===== config.mk =====
export PLATFORM = sky130hd
export DESIGN_NAME = switch_conditioner
export DESIGN_NICKNAME = d
export VERILOG_FILES = /design/src/rtl/switch_conditioner.sv
export SDC_FILE = /design/constraint.sdc
export NUM_CORES = 1
export LEC_CHECK = 0
export ABC_AREA = 1
export CAP_MARGIN = 10
export CORE_UTILIZATION = 60
export DETAILED_ROUTE_END_ITERATION = 6
export GPL_TIMING_DRIVEN = 1
export MAX_ROUTING_LAYER = met4
export PLACE_DENSITY = 0.82
export SLEW_MARGIN = 40
export SYNTH_ARGS = -nofsm -noshare
export SYNTH_HDL_FRONTEND = slang
export SYNTH_SLANG_ARGS = --single-unit

===== constraint.sdc =====
create_clock -name CLOCK -period 4.05 [get_ports CLOCK]
set_input_delay 0.81 -clock CLOCK [delete_from_list [all_inputs] [get_ports CLOCK]]
set_output_delay 0.81 -clock CLOCK [all_outputs]
set_load 0.03 [all_outputs]

===== src/rtl/switch_conditioner.sv =====
// Purpose: synchronise, debounce and edge-detect raw slide switches; publish change snapshots on a valid/ack port.
// Latency: 2 sync cycles + DEBOUNCE_TICKS sample ticks to SW_STABLE; pulses coincide with SW_STABLE; EVT_VALID one cycle later.
// Backpressure: none on the switch path; an unacked event is overwritten by the newest snapshot and EVT_OVERRUN latches.
module switch_conditioner #(
   parameter int N_SW           = 4,
   parameter int TICK_DIV       = 125000,
   parameter int DEBOUNCE_TICKS = 10
) (
   input  logic            CLOCK,
   input  logic            RESET,
   input  logic [N_SW-1:0] SWITCHES,
   output logic [N_SW-1:0] SW_STABLE,
   output logic [N_SW-1:0] SW_RISE,
   output logic [N_SW-1:0] SW_FALL,
   output logic            EVT_VALID,
   output logic [N_SW-1:0] EVT_DATA,
   input  logic            EVT_ACK,
   output logic            EVT_OVERRUN
);

   localparam int TW = (TICK_DIV > 1) ? $clog2(TICK_DIV) : 1;
   localparam int CW = (DEBOUNCE_TICKS > 0) ? $clog2(DEBOUNCE_TICKS + 1) : 1;
   localparam logic [TW-1:0] TICK_LAST = TW'(TICK_DIV - 1);
   localparam logic [CW-1:0] CNT_LAST  = CW'(DEBOUNCE_TICKS - 1);

   // two-flop synchroniser chain
   logic [N_SW-1:0] meta_d, meta_q;
   logic [N_SW-1:0] sync_d, sync_q;

   // shared sample-tick prescaler
   logic [TW-1:0]   tick_cnt_d, tick_cnt_q;
   logic            tick;

   // per-bit debounce state
   logic [N_SW-1:0][CW-1:0] cnt_d, cnt_q;
   logic [N_SW-1:0]         stable_d, stable_q;

   // registered edge pulses, aligned with the cycle SW_STABLE changes
   logic [N_SW-1:0] rise_d, rise_q;
   logic [N_SW-1:0] fall_d, fall_q;
   logic            chg;

   // event channel state
   logic            evt_vld_d, evt_vld_q;
   logic [N_SW-1:0] evt_dat_d, evt_dat_q;
   logic            evt_ovr_d, evt_ovr_q;

   // synchroniser next state: raw pins enter the first stage, first stage feeds the second
   always_comb begin
      meta_d = SWITCHES;
      sync_d = meta_q;
   end

   // prescaler: free-running count 0..TICK_DIV-1, tick on the terminal count
   always_comb begin
      tick       = (tick_cnt_q == TICK_LAST);
      tick_cnt_d = tick ? '0 : tick_cnt_q + TW'(1);
   end

   // debounce: any agreement clears the count; a disagreement must survive DEBOUNCE_TICKS ticks to be accepted
   always_comb begin
      stable_d = stable_q;
      cnt_d    = cnt_q;
      for (int i = 0; i < N_SW; i++) begin
         if (sync_q[i] == stable_q[i]) begin
            cnt_d[i] = '0;
         end else if (tick) begin
            if (cnt_q[i] >= CNT_LAST) begin
               stable_d[i] = sync_q[i];
               cnt_d[i]    = '0;
            end else begin
               cnt_d[i] = cnt_q[i] + CW'(1);
            end
         end
      end
   end

   // edge pulses registered alongside stable_q so they appear in the same cycle as the new level
   always_comb begin
      rise_d = stable_d & ~stable_q;
      fall_d = ~stable_d & stable_q;
   end

   // event channel: a change loads a snapshot; an unacked pending event gets overwritten and flags overrun
   always_comb begin
      chg       = |(rise_q | fall_q);
      evt_vld_d = evt_vld_q;
      evt_dat_d = evt_dat_q;
      evt_ovr_d = evt_ovr_q;
      if (chg) begin
         evt_vld_d = 1'b1;
         evt_dat_d = stable_q;
         if (evt_vld_q && !EVT_ACK) begin
            evt_ovr_d = 1'b1;
         end
      end else if (evt_vld_q && EVT_ACK) begin
         evt_vld_d = 1'b0;
         evt_ovr_d = 1'b0;
      end
   end

   // state registers, all cleared by the asynchronous active-low reset
   always_ff @(posedge CLOCK or negedge RESET) begin
      if (!RESET) begin
         meta_q     <= '0;
         sync_q     <= '0;
         tick_cnt_q <= '0;
         cnt_q      <= '0;
         stable_q   <= '0;
         rise_q     <= '0;
         fall_q     <= '0;
         evt_vld_q  <= 1'b0;
         evt_dat_q  <= '0;
         evt_ovr_q  <= 1'b0;
      end else begin
         meta_q     <= meta_d;
         sync_q     <= sync_d;
         tick_cnt_q <= tick_cnt_d;
         cnt_q      <= cnt_d;
         stable_q   <= stable_d;
         rise_q     <= rise_d;
         fall_q     <= fall_d;
         evt_vld_q  <= evt_vld_d;
         evt_dat_q  <= evt_dat_d;
         evt_ovr_q  <= evt_ovr_d;
      end
   end

   assign SW_STABLE   = stable_q;
   assign SW_RISE     = rise_q;
   assign SW_FALL     = fall_q;
   assign EVT_VALID   = evt_vld_q;
   assign EVT_DATA    = evt_dat_q;
   assign EVT_OVERRUN = evt_ovr_q;

endmodule

==> metrics <==
cell taking the most area after synthesis dfrtp_1; Remaining DRCs 0; multi-input logic area roughly 1500 um^2; largest net degree at the start of global routing 34; yosys warns 0; status completed; DIE WIDTH 74.8 um; Net Count, Synth between 400 and 500; Seq. cell area 1480 um^2; WS Path Type reg -> out; clock transition at the registers of the reported paths ~0.070 ns; Peak Freq ~440 MHz; crit path DAT around 1.5 ns; FFs w/ async S/R, synth 100%; Worst Hold End sync_q[2]; Final Cycle Share 55.8%; reg2reg setup slack between 2 and 2.5 ns; synthesized instance count 411; vias in the first global route around 2500; Post-Route WL approximately 6800 um; Diodes inserted 0; Seq/Total Area, Yosys 46.5%; Inserted Clock Buffers 9; hold_sp meta_q[2]; simple-gate share of the synthesized area 35.5%; CTS Buffer Depth 2; final setup violation count 0; Seq cells post-synth 59; Clk Latency, worst-skew pair 0.34 ns; Slowest-stage cell, CP clkdlybuf4s50_1; layout cells sized above 1 6.71%; Adder-Cell Fraction of Synth Area 5.12%; Critical Path Max Stage Delay 0.69 ns; post-synthesis mux area share 0%; post-synthesis cell type count 24; Worst Hold Class reg -> reg; crit end category output port; Rows 26; Max-Slew Margin vs Limit 51.4%; worst-margin pin slew 0.726 ns; die height between 70 and 80 um; Port Buf Inserts 24; Post-synth EDFFs 0; final worst slack 1.79 ns; Post-CTS Hold Buffers 0; Syn Area/Cell 7.73 um^2; leakage power 1.88 nW; cell with the most instances after synthesis nand2_1; post-CTS setup buffers 0; # fillers 413; max-capacitance violation count 0; Fin. Hold Viols 0; fin nets 462; reg2reg path depth 7; Buf/Inv on CP 1; CP Launch Type flip-flop; worst vdd ir 0.232 mV; Total GRT Usage 27.8%; Synth top area share 46.5%; htree depth 3; minimum clock period between 2 and 2.5 ns; hold depth 0; Routed wire per std cell approximately 13 um; area delta synth->final 16.2%; Core Area between 5000 and 6000 um^2; grt total ovfl 0; Fin Clk Skew about 0.012 ns; Area contributors post-synth dfrtp_1 (46%), nand2_1 (14%), nand3_1 (7.6%), nor2_1 (7.3%), inv_1 (5.7%); CTS tree yes; WP data required 3.24 ns; drt pass-1 iters 4; Compound-Gate Fraction of Synth Area 2.17%; pwr/cell area around 330 nW/um^2; root buf cell clkbuf_8; Resized cells post-CTS 0; ys flop type dfrtp_1; XOR/XNOR Fraction of Synth Area 3.59%; Setup WS pre-CTS 2.16 ns; # clock sinks 59; synth cell count leaders nand2_1 (121), nor2_1 (62), dfrtp_1 (59), inv_1 (48), nand3_1 (48); Worst path top cell family by delay buffers and inverters; Final Max Tran Viols 0; ANT nets after route 0; Die ar. 5590 um^2; final setup TNS 0 ns; RSZ-0062 raised after global routing no; CP max FO 5; r2r startpoint tick_cnt_q[0]; Avg Vias per Cell 5.34; IO Pins 25; initial antenna violation count 0; worst-path cell chain clkdlybuf4s50_1; first-pass GRT wire length 10900 um; r2r endpoint SW_FALL[3]; Final Wtd Congestion 0.920; Detail Placement HPWL 4740 um; starting DRC count in detailed routing 143; Post-Synthesis Cell Area 3180 um^2; starting density of the core 62.2%; via count 2761; largest family of logic cells by synthesized area simple AND/OR/NAND/NOR gates
==> worst max path at each step <==
stage / slack [ns] / cells after the start / startpoint / end
finish: 1.79 / 1 / SW_STABLE[0] / SW_STABLE[0]
global route: 1.74 / 1 / SW_STABLE[0] / SW_STABLE[0]
CTS: 1.78 / 1 / SW_STABLE[0] / SW_STABLE[0]
detailed placement: 2.16 / 1 / SW_STABLE[0] / SW_STABLE[0]
global placement: 2.18 / 1 / SW_STABLE[2] / SW_STABLE[2]
floorplan: 2.67 / 7 / SW_STABLE[1] / cnt_q[5]
==> layout make-up <==
class / instances / share of cell area [%]
sequential: 59 / 40.0
inverter: 48 / 4.88
clock inverter: 4 / 1.97
clock buffer: 12 / 4.21
multi-input combinational: 299 / 39.9
timing repair buffer: 25 / 6.65
tap: 70 / 2.37
==> layout by cell type (no fill, tap or decap), drive strengths merged, types with 4 or more instances in the layout <==
cell type	count
nand4	8
a21oi	4
xor2	13
inv	48
clkdlybuf4s50	23
ha	13
o21ai	7
nand3b	4
nand2	126
nand3	48
clkbuf	12
dfrtp	59
nor2	68
==> power by group <==
group	total (mW)	internal (mW)	switching (mW)
Clock	0.606	0.379	0.227
Sequential	0.596	0.593	0.00211
Combinational	0.0255	0.00713	0.0183
==> logic make-up (layout without fill, tap and decap cells) <==
family                     after synthesis  count (layout)
DFF                                     59              59
AOI/OAI and AO/OA                       13              13
xor gates and xnor gates                13              13
buffers and inverters                   53              89
adders and majority gates               13              13
and+or+nand+nor                        260             260
==> metal layers <==
metal,routed length (um),vias to the layer above,global-route usage [%]
li1,-,1357,-
met2,3290,105,42.8
met3,468,14,8.03
met1,2900,1285,34.2
met5,0,-,-
met4,129,0,11.7
==> sequential cells by signal, summed over array words and instances (netlist names) <==
register,count
EVT_VALID,1
cnt_q,16
EVT_OVERRUN,1
SW_FALL,4
SW_RISE,4
meta_q,4
sync_q,4
SW_STABLE,4
tick_cnt_q,17
EVT_DATA,4
==> stage by stage <==
step / total power [mW] / utilization, % / hold slack (ns) / instances / cell area, um^2
after floorplan: 0.612 / - / 0.331 / 411 / 3180
after detailed placement: 0.632 / 67.7 / 0.336 / 501 / 3460
after global placement: 0.632 / 67.7 / 0.331 / 501 / 3460
after CTS: 1.24 / 72.2 / 0.351 / 517 / 3690
after global routing: 1.27 / 72.2 / 0.357 / 517 / 3690
final: 1.23 / 72.2 / 0.348 / 517 / 3690
No activity file was read; power rests on OpenSTA's default activity.
